`config.mk`:
```
export PLATFORM = sky130hd
export DESIGN_NAME = sram_fetch_ctrl_flat
export DESIGN_NICKNAME = d
export VERILOG_FILES = /design/src/rtl/dlx_fetch_pkg.sv /design/src/rtl/sram_fetch_ctrl_if.sv /design/src/rtl/fetch_buffer.sv /design/src/rtl/sram_fetch_ctrl.sv /design/src/flat_wrapper.sv
export SDC_FILE = /design/constraint.sdc
export NUM_CORES = 1
export LEC_CHECK = 0
export BUFFER_PORTS_ARGS = -buffer_cell sky130_fd_sc_hd__buf_4
export CAP_MARGIN = 20
export CORE_ASPECT_RATIO = 1.2
export CORE_MARGIN = 1.5
export CORE_UTILIZATION = 54
export CTS_CLUSTER_SIZE = 10
export DETAILED_ROUTE_END_ITERATION = 6
export PLACE_DENSITY = 0.77
export SETUP_SLACK_MARGIN = 0.5
export SLEW_MARGIN = 10
export SYNTH_ARGS = -nofsm -noshare
export SYNTH_HDL_FRONTEND = slang
export SYNTH_SLANG_ARGS = --single-unit
```
`constraint.sdc`:
```
create_clock -name clk -period 7.72 [get_ports clk]
set_input_delay 0.386 -clock clk [delete_from_list [all_inputs] [get_ports clk]]
set_output_delay 0.386 -clock clk [all_outputs]
set_load 0.1 [all_outputs]
```
`src/rtl/dlx_fetch_pkg.sv`:
```
// Shared types for the DLX instruction fetch front end.
// Fetch FSM states, buffer entry layout and address helpers.
package dlx_fetch_pkg;

  typedef enum logic {
    IDLE,
    ACCESS
  } fetch_state_t;

  localparam int          WORD_BYTES       = 4;
  localparam logic [31:0] DEFAULT_RESET_PC = 32'h0040_0020;

  // instr keeps the SRAM's big-endian [0:31] numbering
  typedef struct packed {
    logic [0:31] instr;
    logic [31:0] pc;
  } fetch_entry_t;

  function automatic logic [31:0] word_align(
    input logic [31:0] a
  );
    return {a[31:2], 2'b00};
  endfunction

endpackage

```
`src/rtl/sram_fetch_ctrl_if.sv`:
```
// SRAM read bus plus decode-side valid/ready handshake
// and branch redirect, as seen by the fetch controller.
interface sram_fetch_ctrl_if;

  logic        mem_cs;
  logic        mem_oe;
  logic        mem_we;
  logic [31:0] mem_addr;
  logic [31:0] mem_din;
  logic [0:31] mem_dout;

  logic        redirect;
  logic [31:0] redirect_pc;

  logic        instr_valid;
  logic        instr_ready;
  logic [0:31] instr;
  logic [31:0] instr_pc;

  modport master (
    output mem_cs,
    output mem_oe,
    output mem_we,
    output mem_addr,
    output mem_din,
    input  mem_dout,
    input  redirect,
    input  redirect_pc,
    output instr_valid,
    input  instr_ready,
    output instr,
    output instr_pc
  );

  modport slave (
    input  mem_cs,
    input  mem_oe,
    input  mem_we,
    input  mem_addr,
    input  mem_din,
    output mem_dout,
    output redirect,
    output redirect_pc,
    input  instr_valid,
    output instr_ready,
    input  instr,
    input  instr_pc
  );

endinterface

```
`src/rtl/fetch_buffer.sv`:
```
// Small synchronous FIFO of fetched {instr, pc} entries.
// Flush wins over push/pop; push and pop may coincide.
module fetch_buffer
  import dlx_fetch_pkg::*;
#(
  parameter  int DEPTH = 2,
  localparam int AW    = $clog2(DEPTH),
  localparam int CW    = AW + 1
) (
  input  logic         clk,
  input  logic         reset,
  input  logic         push,
  input  logic         pop,
  input  logic         flush,
  input  fetch_entry_t din,
  output fetch_entry_t head,
  output logic [CW-1:0] count,
  output logic         empty
);

  fetch_entry_t  mem [DEPTH];
  logic [AW-1:0] rd;
  logic [AW-1:0] wr;
  logic          do_pop;

  assign empty  = (count == '0);
  assign do_pop = pop && !empty;
  assign head   = mem[rd];

  always_ff @(posedge clk) begin
    if (push && !flush && !reset) begin
      mem[wr] <= din;
    end
  end

  always_ff @(posedge clk) begin
    if (reset || flush) begin
      rd    <= '0;
      wr    <= '0;
      count <= '0;
    end else begin
      if (push) begin
        wr <= wr + AW'(1);
      end
      if (do_pop) begin
        rd <= rd + AW'(1);
      end
      unique case ({push, do_pop})
        2'b10:   count <= count + CW'(1);
        2'b01:   count <= count - CW'(1);
        default: count <= count;
      endcase
    end
  end

endmodule

```
`src/rtl/sram_fetch_ctrl.sv`:
```
// Instruction fetch initiator: sequential SRAM word reads with
// wait states, buffered and handed to decode via valid/ready.
module sram_fetch_ctrl
  import dlx_fetch_pkg::*;
#(
  parameter logic [31:0] RESET_PC    = DEFAULT_RESET_PC,
  parameter int          WAIT_STATES = 1,
  parameter int          DEPTH       = 2
) (
  input logic              clk,
  input logic              reset,
  sram_fetch_ctrl_if.master bus
);

  localparam int            CW     = $clog2(DEPTH) + 1;
  localparam logic [3:0]    WS     = 4'(WAIT_STATES);
  localparam logic [CW-1:0] DEP    = CW'(DEPTH);
  localparam logic [CW-1:0] DEP_M1 = CW'(DEPTH - 1);

  fetch_state_t  state;
  fetch_state_t  state_d;
  logic [31:0]   fetch_pc;
  logic [31:0]   pc_d;
  logic [31:0]   addr_q;
  logic [31:0]   addr_d;
  logic          cs_q;
  logic          cs_d;
  logic [3:0]    cnt_q;
  logic [3:0]    cnt_d;

  logic          push;
  logic          pop;
  logic          flush;
  logic [CW-1:0] count;
  logic          empty;
  logic          room_now;
  logic          room_after;
  logic [31:0]   pc_next;
  fetch_entry_t  din;
  fetch_entry_t  head;

  assign pop     = !empty && bus.instr_ready;
  assign flush   = bus.redirect;
  assign pc_next = fetch_pc + 32'(WORD_BYTES);

  // room_after: space left once this cycle's push and pop land
  assign room_now   = (count < DEP) || pop;
  assign room_after = pop ? (count < DEP) : (count < DEP_M1);

  assign din.instr = bus.mem_dout;
  assign din.pc    = addr_q;

  always_comb begin
    state_d = state;
    pc_d    = fetch_pc;
    addr_d  = addr_q;
    cs_d    = cs_q;
    cnt_d   = cnt_q;
    push    = 1'b0;
    if (bus.redirect) begin
      pc_d    = word_align(bus.redirect_pc);
      addr_d  = word_align(bus.redirect_pc);
      state_d = ACCESS;
      cs_d    = 1'b1;
      cnt_d   = WS;
    end else begin
      unique case (state)
        IDLE: begin
          if (room_now) begin
            state_d = ACCESS;
            cs_d    = 1'b1;
            addr_d  = fetch_pc;
            cnt_d   = WS;
          end
        end
        ACCESS: begin
          if (cnt_q != 4'd0) begin
            cnt_d = cnt_q - 4'd1;
          end else begin
            push = 1'b1;
            pc_d = pc_next;
            if (room_after) begin
              addr_d = pc_next;
              cnt_d  = WS;
            end else begin
              state_d = IDLE;
              cs_d    = 1'b0;
            end
          end
        end
      endcase
    end
  end

  always_ff @(posedge clk) begin
    if (reset) begin
      state    <= IDLE;
      fetch_pc <= RESET_PC;
      addr_q   <= RESET_PC;
      cs_q     <= 1'b0;
      cnt_q    <= 4'd0;
    end else begin
      state    <= state_d;
      fetch_pc <= pc_d;
      addr_q   <= addr_d;
      cs_q     <= cs_d;
      cnt_q    <= cnt_d;
    end
  end

  fetch_buffer #(
    .DEPTH (DEPTH)
  ) u_buf (
    .clk   (clk),
    .reset (reset),
    .push  (push),
    .pop   (pop),
    .flush (flush),
    .din   (din),
    .head  (head),
    .count (count),
    .empty (empty)
  );

  assign bus.mem_cs      = cs_q;
  assign bus.mem_oe      = cs_q;
  assign bus.mem_we      = 1'b0;
  assign bus.mem_addr    = addr_q;
  assign bus.mem_din     = '0;
  assign bus.instr_valid = !empty;
  assign bus.instr       = empty ? '0 : head.instr;
  assign bus.instr_pc    = empty ? '0 : head.pc;

endmodule

```
`src/flat_wrapper.sv`:
```
// flat-port wrapper written by rule: the top's interface ports become plain ports
module sram_fetch_ctrl_flat import dlx_fetch_pkg::*;
#(
  parameter logic [31:0] RESET_PC    = DEFAULT_RESET_PC,
  parameter int          WAIT_STATES = 1,
  parameter int          DEPTH       = 2
)
  (clk, reset, bus_mem_cs, bus_mem_oe, bus_mem_we, bus_mem_addr, bus_mem_din, bus_mem_dout, bus_redirect, bus_redirect_pc, bus_instr_valid, bus_instr_ready, bus_instr, bus_instr_pc);
  sram_fetch_ctrl_if bus_i ();
  input logic clk;
  input logic reset;
  output wire logic [$bits(bus_i.mem_cs)-1:0] bus_mem_cs;
  output wire logic [$bits(bus_i.mem_oe)-1:0] bus_mem_oe;
  output wire logic [$bits(bus_i.mem_we)-1:0] bus_mem_we;
  output wire logic [$bits(bus_i.mem_addr)-1:0] bus_mem_addr;
  output wire logic [$bits(bus_i.mem_din)-1:0] bus_mem_din;
  input wire logic [$bits(bus_i.mem_dout)-1:0] bus_mem_dout;
  input wire logic [$bits(bus_i.redirect)-1:0] bus_redirect;
  input wire logic [$bits(bus_i.redirect_pc)-1:0] bus_redirect_pc;
  output wire logic [$bits(bus_i.instr_valid)-1:0] bus_instr_valid;
  input wire logic [$bits(bus_i.instr_ready)-1:0] bus_instr_ready;
  output wire logic [$bits(bus_i.instr)-1:0] bus_instr;
  output wire logic [$bits(bus_i.instr_pc)-1:0] bus_instr_pc;
  assign bus_mem_cs = bus_i.mem_cs;
  assign bus_mem_oe = bus_i.mem_oe;
  assign bus_mem_we = bus_i.mem_we;
  assign bus_mem_addr = bus_i.mem_addr;
  assign bus_mem_din = bus_i.mem_din;
  assign bus_i.mem_dout = bus_mem_dout;
  assign bus_i.redirect = bus_redirect;
  assign bus_i.redirect_pc = bus_redirect_pc;
  assign bus_instr_valid = bus_i.instr_valid;
  assign bus_i.instr_ready = bus_instr_ready;
  assign bus_instr = bus_i.instr;
  assign bus_instr_pc = bus_i.instr_pc;
  sram_fetch_ctrl #(.RESET_PC(RESET_PC), .WAIT_STATES(WAIT_STATES), .DEPTH(DEPTH)) u_core (.clk(clk), .reset(reset), .bus(bus_i));
endmodule
```
# Word level (Yosys, flattened, before mapping)
# Memories as Yosys holds them, arrays and structs flattened. A register that Yosys moved wholly into a read port is not among the register bits.
# Index checks and enable logic that the tools add are counted.
dict set report op_classes {
  mux 34
  n_reduce_logical 21
  n_addsub 6
  n_eq_ne 12
  bitwise_logic 2
  magnitude_cmp 2
}
# cell count
set ops {}
lappend ops {{32-bit two-way mux} 9}
lappend ops {{32-bit case mux with 2 select lines} 1}
lappend ops {{32-bit by 3-bit adder with 32-bit output (second input constant)} 1}
lappend ops {{1-bit two-way mux} 17}
lappend ops {{4-bit two-way mux} 3}
lappend ops {{3-bit != test (second input constant)} 4}
lappend ops {{3-bit AND reduction} 3}
lappend ops {{4-bit case mux with 2 select lines} 1}
lappend ops {{2-bit AND reduction} 4}
lappend ops {{2-bit != test (second input constant)} 3}
lappend ops {{1-bit logical AND} 4}
lappend ops {{4-bit != test (second input constant)} 1}
lappend ops {{1-bit case mux with 2 select lines} 2}
lappend ops {{2-bit case mux with 2 select lines} 1}
lappend ops {{2-bit nonzero test} 2}
lappend ops {{4-bit nonzero test} 1}
lappend ops {{4-bit by 1-bit subtractor with 4-bit output (second input constant)} 1}
lappend ops {{1-bit logical NOT} 3}
lappend ops {{3-bit by 2-bit != test with 1-bit output (second input constant)} 1}
lappend ops {{1-bit adder (second input constant)} 2}
lappend ops {{2-bit by 1-bit adder with 2-bit output (second input constant)} 1}
lappend ops {{2-bit by 1-bit == test with 1-bit output (second input constant)} 1}
lappend ops {{2-bit == test (second input constant)} 1}
lappend ops {{2-bit logical NOT} 1}
lappend ops {{7 further kinds} 9}
dict set report word_totals {
  ram_bits 128
  out_inout_bits 132
  ff_bits 74
  mem_count 1
  word_cells 89
}
# name words width rd rd_ports_with_merged_regs wr line
set memory_table {}
lappend memory_table {u_core.u_buf.mem 2 64 1 1 1 fetch_buffer.sv:21} ;# fetch_entry_t mem [DEPTH];

# Logic depth before layout (Yosys ltp)
# Gate-level depths: netlist of run 1.
dict set report depth {
  ltp_word 8
  mapped_depth 9
}

# Hierarchy
# A second synthesis of run 1 with hierarchy kept.
dict set report hier_totals {
  hier_cells 856
  area_unflattened_um2 9562.9
}
# module cells_per_inst seq_area_each_um2 n_inst area_each_um2
set by_module_without_submodules {}
lappend by_module_without_submodules {fetch_buffer 222 3943.8 1 4817.1}
lappend by_module_without_submodules {sram_fetch_ctrl 634 1321.3 1 4745.8}

# Worst setup path before layout of run 1
# Ideal clock, no wire load.
dict set report synth_timing {
  kind {register to register}
  startpoint {reg u_core.cnt_q[0]}
  endpoint {mem u_core.u_buf.mem[0][10] in the netlist's numbering, enable pin}
  slack_ns 1.413
  stages_incl_launch_ff 7
  t_required_ns 7.162
  arrival_ns 5.749
  cell_sequence {dfxtp_1 -> inv_1 -> ha_1 -> nor4bb_1 -> buf_2 -> nand2_1 -> nor3_1}
}
dict set report synth_between {
  elab_chain_len 8
}
# element line
set synth_lines {}
lappend synth_lines {{start: declaration} sram_fetch_ctrl.sv:28} ;# logic [3:0] cnt_q;
lappend synth_lines {{start signal: assignment} sram_fetch_ctrl.sv:107} ;# cnt_q <= cnt_d;
lappend synth_lines {{4-bit nonzero test} sram_fetch_ctrl.sv:77} ;# if (cnt_q != 4'd0) begin
lappend synth_lines {{1-bit two-way mux} sram_fetch_ctrl.sv:77}
lappend synth_lines {{1-bit two-way mux} sram_fetch_ctrl.sv:67} ;# unique case (state)
lappend synth_lines {{1-bit two-way mux} sram_fetch_ctrl.sv:60} ;# if (bus.redirect) begin
lappend synth_lines {{1-bit logical AND (2 in a row)} fetch_buffer.sv:31} ;# if (push && !flush && !reset) begin
lappend synth_lines {{1-bit two-way mux} fetch_buffer.sv:31}
lappend synth_lines {{1-bit two-way mux (implied by the code)} fetch_buffer.sv:32} ;# mem[wr] <= din;
lappend synth_lines {{end: declaration} fetch_buffer.sv:21}
# No other way between the ends.

# Final worst setup path of run 1
dict set report layout_timing {
  startpoint {reg u_core.state}
  endpoint {reg u_core.fetch_pc[13]}
}
dict set report layout_between {
  elab_chain_len 2
}
# element line
set layout_lines {}
lappend layout_lines {{start: declaration} sram_fetch_ctrl.sv:20} ;# fetch_state_t state;
lappend layout_lines {{start signal: assignment} sram_fetch_ctrl.sv:103} ;# state <= state_d;
lappend layout_lines {{2-bit nonzero test (no line)} -}
lappend layout_lines {{2-bit AND reduction (no line)} -}
lappend layout_lines {{end signal: assignment} sram_fetch_ctrl.sv:104} ;# fetch_pc <= pc_d;
lappend layout_lines {{end: declaration} sram_fetch_ctrl.sv:22} ;# logic [31:0] fetch_pc;
# No other way between the ends.
# A chain may end at the register's enable or synchronous reset.

==> results of run 1 <==
-- worst max path at each step --
stage | slack, ns | to | from | depth (start not counted)
2_1_floorplan | 1.41 | u_core.u_buf.mem[0][10] | u_core.cnt_q[0] | 6
3_3_place_gp | 4.32 | u_core.bus.mem_addr[16] | u_core.u_buf.count[1] | 8
3_5_place_dp | 4.23 | u_core.bus.mem_addr[16] | u_core.u_buf.count[1] | 8
4_1_cts | 4.20 | u_core.bus.mem_addr[16] | u_core.u_buf.count[1] | 8
5_1_grt | 4.13 | u_core.fetch_pc[13] | u_core.state | 5
6_report | 4.28 | u_core.fetch_pc[13] | u_core.state | 5
-- logic make-up (layout without fill, tap and decap cells) --
group | after synthesis | after routing
other | 1 | 37
multiplexers | 64 | 64
adder cells (fa/ha/maj) | 5 | 5
XOR/XNOR | 54 | 54
AO/OA/AOI/OAI | 132 | 132
flip-flops | 195 | 195
buffers and inverters | 101 | 215
AND/OR/NAND/NOR | 255 | 255
-- synth_stat cells, types with 14 or more instances --
| cell type | n | area share, % |
|---|---|---|
| sky130_fd_sc_hd__nand2_1 | 39 | 1.6 |
| sky130_fd_sc_hd__xor2_1 | 28 | 2.7 |
| sky130_fd_sc_hd__edfxtp_1 | 124 | 41 |
| sky130_fd_sc_hd__o21a_1 | 19 | 1.6 |
| sky130_fd_sc_hd__nand3_1 | 29 | 1.6 |
| sky130_fd_sc_hd__nor3_1 | 15 | 0.84 |
| sky130_fd_sc_hd__mux2i_1 | 64 | 7.1 |
| sky130_fd_sc_hd__a21oi_1 | 26 | 1.4 |
| sky130_fd_sc_hd__a211oi_1 | 15 | 1.3 |
| sky130_fd_sc_hd__xnor2_1 | 26 | 2.5 |
| sky130_fd_sc_hd__nand4_1 | 19 | 1.3 |
| sky130_fd_sc_hd__buf_4 | 38 | 3.2 |
| sky130_fd_sc_hd__dfxtp_1 | 71 | 16 |
| sky130_fd_sc_hd__a21boi_0 | 14 | 1.2 |
| sky130_fd_sc_hd__o21ai_0 | 24 | 1.3 |
| sky130_fd_sc_hd__nor2_1 | 107 | 4.5 |
| sky130_fd_sc_hd__clkbuf_1 | 40 | 1.7 |
-- per-stage QoR --
step / cells / util [%]
after floorplan: 843 / -
after global placement: 1134 / 62.5
after detailed placement: 1134 / 62.5
after CTS: 1166 / 66.4
after global routing: 1169 / 66.7
final: 1169 / 66.7
-- flip-flops by register name, indices dropped and copies added, names as in the netlist, named ones only --
register,count
u_core.bus.mem_addr,30
u_core.bus.mem_cs,1
u_core.cnt_q,4
u_core.fetch_pc,30
u_core.state,1
u_core.u_buf.count,2
u_core.u_buf.mem,124
u_core.u_buf.rd,1
u_core.u_buf.wr,1
-- metal layers --
layer,vias up,track usage [%]
met1,3114,28.7
met3,35,4.14
met4,0,7.74
li1,3120,-
met5,-,0
met2,269,42.7
-- cell type report --
cell class              count  area [µm²]
fillers                  1293        5420
flip-flops and latches    195        5150
multi-input cells         547        3460
repair buffers            170        1310
clock buffers              17         425
well taps                 212         265
clock inverters            15         194
inverters                  13        48.8
-- power by group --
group          internal (W)  leakage, nW  total, W  switching [W]
combinational      0.000123         1.97  0.000559       0.000436
sequential          0.00115         1.72   0.00120      0.0000452
clock              0.000520        0.294  0.000919       0.000399
==> results.md, run 1 <==
- The run finished with clean final reports.
- The endpoint identified for the worst register-to-register timing path is u_core.fetch_pc[13].
- In this run the tool buffered the top-level ports with 160 buffer cells.
- Clock skew on the completed layout was measured at 0.00788 ns.
- The post-synthesis average cell area is 11.1 µm².
- The H-tree generated during clock tree synthesis spans 4 levels.
- After detailed routing, the number of remaining DRC violations is 0.
- The first global-routing pass estimated 32000 µm of wire.
- Measured along the y axis, the die boundary spans 144 µm.
- Setup repair after global routing left no endpoint under its margin.
- The post-CTS setup buffer count is 0.
- Setup slack on the worst reg-to-reg path comes out at 4.28 ns.
- 200 I/O pins were placed.
- After detailed routing, the met3 layer carries 1220 µm of wire.
- Counting the buffers created by CTS gives 17.
- The number of library cell types mapped by synthesis is 55.
- IR analysis of the VDD net gives a maximum drop of 0.150 mV.
- TritonCTS built the clock tree.
- The global route total overflow is 0.
- The kind of critical path is register to register.
- The startpoint of the worst register-to-register path is u_core.state.
- Hold repair after CTS inserted 0 buffers.
- The number of global-route vias before repair is 6265.
- The initial cell density of the core is 55.2%.
- The final design instance area without fill is 0.0109 mm².
- The synthesized netlist devotes 13.7% of its cell area to simple gates.
- In the synthesized netlist, the number of instances is 807.
- In this run, synthesis produced a sequential element count of 195.
- The layout-stage area growth over the synthesis result is 20.9%.
- The number of gates resized after CTS was 0.
- Wires add up to 20400 µm.
- Global routing used 23.7% of the available tracks.
- The number of pins exceeding their max-slew limit in the final report is 0.
- The total power of the final layout is 0.00267 W.
- Leaving out fill and tap cells, the most frequent cell in the layout is sky130_fd_sc_hd__buf_4.
- The die covers 0.0174 mm².
- Prior to clock tree synthesis, the placed netlist has a worst setup slack of 4.23 ns.
- The core region is 0.0163 mm².
- The class of the worst hold path is input port to register.
- The startpoint type of the worst setup path is a register.
- In the final routed layout, each cell accounts on average for 17.4 µm.
- The tool flagged a number of max-cap violations equal to 0.
- The clock reaches the later pin of the worst-skew pair after 0.42 ns.
- In the layout the commonest cells are sky130_fd_sc_hd__buf_4, sky130_fd_sc_hd__edfxtp_1, sky130_fd_sc_hd__nor2_1.
- Counting along the longest clock path gives a buffer depth of 2.
- The total inserted antenna cells is 0.
- The count of TritonRoute iterations in the first routing pass is 7.
- For this run, the slowest stage of the critical path takes 1.06 ns.
- Of all flip-flops after synthesis, the portion carrying an async set or reset was 0%.
- The sequential area share after synthesis is 57.3%.
- The number of antenna violations at the first check in global routing is 0.
- The uppermost metal layer occupied by signal nets is met4.
- The per-cell via count in the routed design is 5.59.
- The worst reg2reg path depth is 5.
- The final worst-path setup slack is 4.28 ns.
- The top achievable clock speed is 291 MHz.
- The final layout contains 1017 nets.
- Of the total synthesized cell area, the portion taken by XOR and XNOR cells is 5.27%.
- The path with the worst hold slack has its endpoint at u_core.u_buf.mem[1][50].
- The final weighted congestion in routability-driven placement is 0.830.
- The number of endpoints with negative hold slack in the final report was 0.
- The Yosys step of the flow raised 0 warnings.
- The endpoint required time on the critical path is 8.06 ns.
- The ratio of total power to cell area is 246 mW/mm².
- The capturing element type of the critical path is a register.
- The final critical-path required period is 3.44 ns.
- Adding up every negative setup slack in the final design gives 0 ns.
- The worst hold path depth is 1.
- Entering global routing, the biggest net connects 63 pins.
- The master cell of the clock root buffer is sky130_fd_sc_hd__clkbuf_16.
- The detailed router finished its first iteration with 608 violations.
- The signal on the critical path passes through nand4bb_1 -> nor4_1 -> nand3_1 -> xor2_1 -> a211oi_1.
- The number of synthesized flops with an enable pin is 124.
- STA puts the critical path data arrival time at 3.78 ns.
- The critical path buffer and inverter count is 0.
- The commonest register cell after synthesis is sky130_fd_sc_hd__edfxtp_1.
- The cell area after synthesis is 0.00898 mm².
- The number of vias in the routed layout is 6538.
- Clock tree synthesis found a total of 195 sinks.
- The dominant combinational cell family by area after synthesis is simple AND/OR/NAND/NOR gates.
- For this design, the slowest cell found on the critical path is sky130_fd_sc_hd__nor4_1.
- The adder-cell share of the synthesized area is 0.697%.
- Once detail routing completed, the nets flagged for antenna violations numbered 0.
- In this run the most critical hold path is launched from bus_mem_dout[18].
- On the critical path the largest part of the delay comes from simple AND/OR/NAND/NOR gates.
- The final setup violation count is 0.
- The length of routed wiring on met1 is 8030 µm.
- Cells with a size suffix above 1 make up 22.3% of the layout.
- The routed design uses 10700 µm of met2 wire.
- The mux cell area share after synthesis is 7.13%.
- Hold timing on the final database bottoms out at a slack of 0.140 ns.
- Summed over all cells, the static leakage comes to 3.98 nW.
- The initialized floorplan defines 51 standard-cell rows.
- After legalization and detailed placement, the total HPWL measured 13400 µm.
- The final period utilization is 44.6%.
- Measured against its own limit, the worst slew margin works out to 33.9%.
- The synthesized netlist devotes 9.85% of its cell area to compound gates.
- The largest fanout on the critical path is 22.
- Clock-pin slew was measured on the worst setup and hold paths at 0.07 ns.
- The actual slew at the worst max-slew pin is 0.983 ns.
- The total cell area at the placement stage is 0.0102 mm².
- The width of the die is 121 µm.
(Power assumes the default switching activity.)
==> run 2, diff against run 1 <==
==> constraint.sdc (replaced) <==
create_clock -name clk -period 3.5 [get_ports clk]
set_input_delay 0.175 -clock clk [delete_from_list [all_inputs] [get_ports clk]]
set_output_delay 0.175 -clock clk [all_outputs]
set_load 0.1 [all_outputs]
==> results.md, run 2 (synthesis gave the netlist of run 1 again) <==
- Outcome: finished clean (unchanged).
- The worst setup skew after layout is 0.00721 ns (was 0.00788 ns).
- The post-CTS setup buffer count is 0 (unchanged).
- The per-cell via count in the routed design is 5.55 (was 5.59).
- The final-layout worst hold slack is 0.0305 ns (was 0.140 ns).
- The final sum of negative setup slack is 0 ns (unchanged).
- The overall routing resource usage was 24.1% (was 23.7%).
- The number of antenna violations at the first check in global routing came to 0 (unchanged).
- Cells traversed along the worst timing path: inv_2 -> ha_2 -> or3b_2 -> a21oi_1 -> or3_1 -> buf_4 -> nor2_1 -> o32ai_1 (was nand4bb_1 -> nor4_1 -> nand3_1 -> xor2_1 -> a211oi_1).
- The count of TritonRoute iterations in the first routing pass is 5 (was 7).
- The startpoint type of the worst setup path is a register (unchanged).
- The leakage power summed over all cells is 4.11 nW (was 3.98 nW).
- The clock input transition at the sequential cells of the worst setup and hold paths was 0.07 ns (about the same).
- The critical path arrival came to 2.97 ns (was 3.78 ns).
- The number of vias in the routed layout is 6702 (was 6538).
- The core box area is 0.0163 mm² (unchanged).
- The final antenna-violating net count is 0 (unchanged).
- The worst IR drop on VDD is 0.300 mV (was 0.150 mV).
- The largest fanout on the critical path is 15 (was 22).
- The final setup violation count was 0 (unchanged).
- The max capacitance violation total came to 0 (unchanged).
- The length of routed wiring on met1 is 8140 µm (was 8030 µm).
- The layout filler cell count is 1207 (was 1293).
- The width of the die is 121 µm (unchanged).
- The CTS tree is yes (unchanged).
- The tightest slew margin relative to the limit is 43.2% (was 33.9%).
- The amount of wire on met2 after detailed routing is 10600 µm (was 10700 µm).
- The total wirelength of the detailed-routed design is 20500 µm (was 20400 µm).
- The clock buffer count from CTS is 17 (unchanged).
- The total power of the final layout came to 0.00576 W (was 0.00267 W).
- The largest net degree at the start of global routing came to 63 (unchanged).
- The capturing element type of the critical path was a register (unchanged).
- The global route total overflow is 0 (unchanged).
- The master cell of the clock root buffer is sky130_fd_sc_hd__clkbuf_16 (unchanged).
- The layout-stage area growth over the synthesis result came to 24.3% (was 20.9%).
- The peak per-stage delay on the critical path is 0.54 ns (was 1.06 ns).
- The slowest cell on the critical path is sky130_fd_sc_hd__or3_1 (was sky130_fd_sc_hd__nor4_1).
- The top achievable clock speed is 381 MHz (was 291 MHz).
- The class of the worst hold path is input port to register (unchanged).
- The final weighted congestion in routability-driven placement is 0.885 (was 0.830).
- The floorplan row count came to 51 (unchanged).
- The startpoint of the worst register-to-register path is u_core.cnt_q[1] (was u_core.state).
- The share of layout cells above drive strength 1 was 22.7% (was 22.3%).
- The final critical-path required period is 2.63 ns (was 3.44 ns).
- RSZ-0062 raised after global routing: false (unchanged).
- The number of flip-flops under the largest register name was 124 (unchanged).
- The most common cell after layout, fill and taps aside is sky130_fd_sc_hd__buf_4 (unchanged).
- The number of pins exceeding their max-slew limit in the final report is 0 (unchanged).
- The final period utilization is 75.1% (was 44.6%).
- The final HPWL from detailed placement is 13400 µm (about the same).
- The sum of met3 wire segment lengths after detailed routing is 1190 µm (was 1220 µm).
- The clock latency at the later pin of the worst-skew pair came to 0.43 ns (was 0.42 ns).
- The total number of nets in the final design was 1056 (was 1017).
- The total inserted antenna cells is 0 (unchanged).
- The beginning of the worst hold path is bus_redirect_pc[30] (was bus_mem_dout[18]).
- The largest buffer count on any clock path is 2 (unchanged).
- The number of endpoints with negative hold slack in the final report was 0 (unchanged).
- The kind of critical path is register to register (unchanged).
- The average detailed-routed wire length per instance is 17.0 µm (was 17.4 µm).
- The ratio of total power to cell area is 516 mW/mm² (was 246 mW/mm²).
- The first-pass GRT wire length is 32300 µm (was 32000 µm).
- The number of buffers inserted by port buffering is 160 (unchanged).
- The number of global-route vias before repair is 6400 (was 6265).
- The initial cell density of the core is 55.2% (unchanged).
- The uppermost metal layer occupied by signal nets is met4 (unchanged).
- The number of H-tree branching levels is 4 (unchanged).
- The actual slew at the worst max-slew pin is 0.851 ns (was 0.983 ns).
- Most used cells in the layout excluding fill and tap cells: sky130_fd_sc_hd__buf_4, sky130_fd_sc_hd__edfxtp_1, sky130_fd_sc_hd__nor2_1 (unchanged).
- The clock net sink count is 195 (unchanged).
- The full die area is 0.0174 mm² (unchanged).
- The worst setup path startpoint was u_core.cnt_q[1] (was u_core.state).
- The die boundary height was 144 µm (unchanged).
- The register containing the most flip-flops in the final layout is u_core.u_buf.mem (unchanged).
- The endpoint required time on the critical path was 3.84 ns (was 8.06 ns).
- The count of boundary I/O pins is 200 (unchanged).
- The initial DRC count is 541 (was 608).
- The post-route DRC violation count was 0 (unchanged).
-- run 2: layer usage --
| layer | track usage, % | vias to the layer above |
|---|---|---|
| li1 | - | 3207 |
| met5 | 0 | - |
| met3 | 5.21 | 39 |
| met4 | 10.2 | 0 |
| met1 | 28.6 | 3202 |
| met2 | 42.5 | 254 |
-- run 2: per-stage QoR --
stage / std cells / area, µm² / util, % / setup slack, ns
6_report: 1208 / 11200 / 68.6 / 0.873
3_5_place_dp: 1144 / 10300 / 63.2 / 0.921
2_1_floorplan: 843 / 9160 / - / 0.395
4_1_cts: 1208 / 11200 / 68.6 / 0.887
3_3_place_gp: 1144 / 10300 / 63.2 / 0.999
5_1_grt: 1208 / 11200 / 68.6 / 0.748
-- run 2: final timing paths --
path | slack [ns] | endpoint | cells past startpoint
max | 0.87 | u_core.bus.mem_addr[31] | 8
min reg2reg | 0.49 | u_core.bus.mem_addr[4] | 2
max reg2reg | 0.87 | u_core.bus.mem_addr[31] | 8
min | 0.03 | u_core.fetch_pc[30] | 3
-- run 2: worst max-delay path: cells and delay by family (launching register included) --
family                     cells  cell delay, ns
AOI/OAI and AO/OA              2            0.54
adders and majority gates      1            0.20
buffers and inverters          2            0.35
DFF                            1            0.33
and+or+nand+nor                3            1.10
-- run 2: timing repair --
item,in CTS,in global routing
endpoints found under the hold margin,64,0
hold buffers,32,0
gates resized for setup,0,0
-- run 2: final cells by class --
type / instances / area [µm²] / area share, %
Sequential cell: 195 / 5150 / 46.2
Multi-Input combinational cell: 547 / 3480 / 31.1
Timing Repair Buffer: 209 / 1660 / 14.9
Clock buffer: 18 / 429 / 3.84
Tap cell: 212 / 265 / 2.38
Clock inverter: 14 / 130 / 1.17
Inverter: 13 / 48.8 / 0.437
-- run 2: power breakdown --
part / switching (W) / internal (W) / leakage (nW) / total, W
combinational: 0.000969 / 0.000296 / 2.13 / 0.00127
clock: 0.000868 / 0.000991 / 0.267 / 0.00186
sequential: 0.0000978 / 0.00254 / 1.72 / 0.00264
total: 0.00194 / 0.00382 / 4.11 / 0.00576
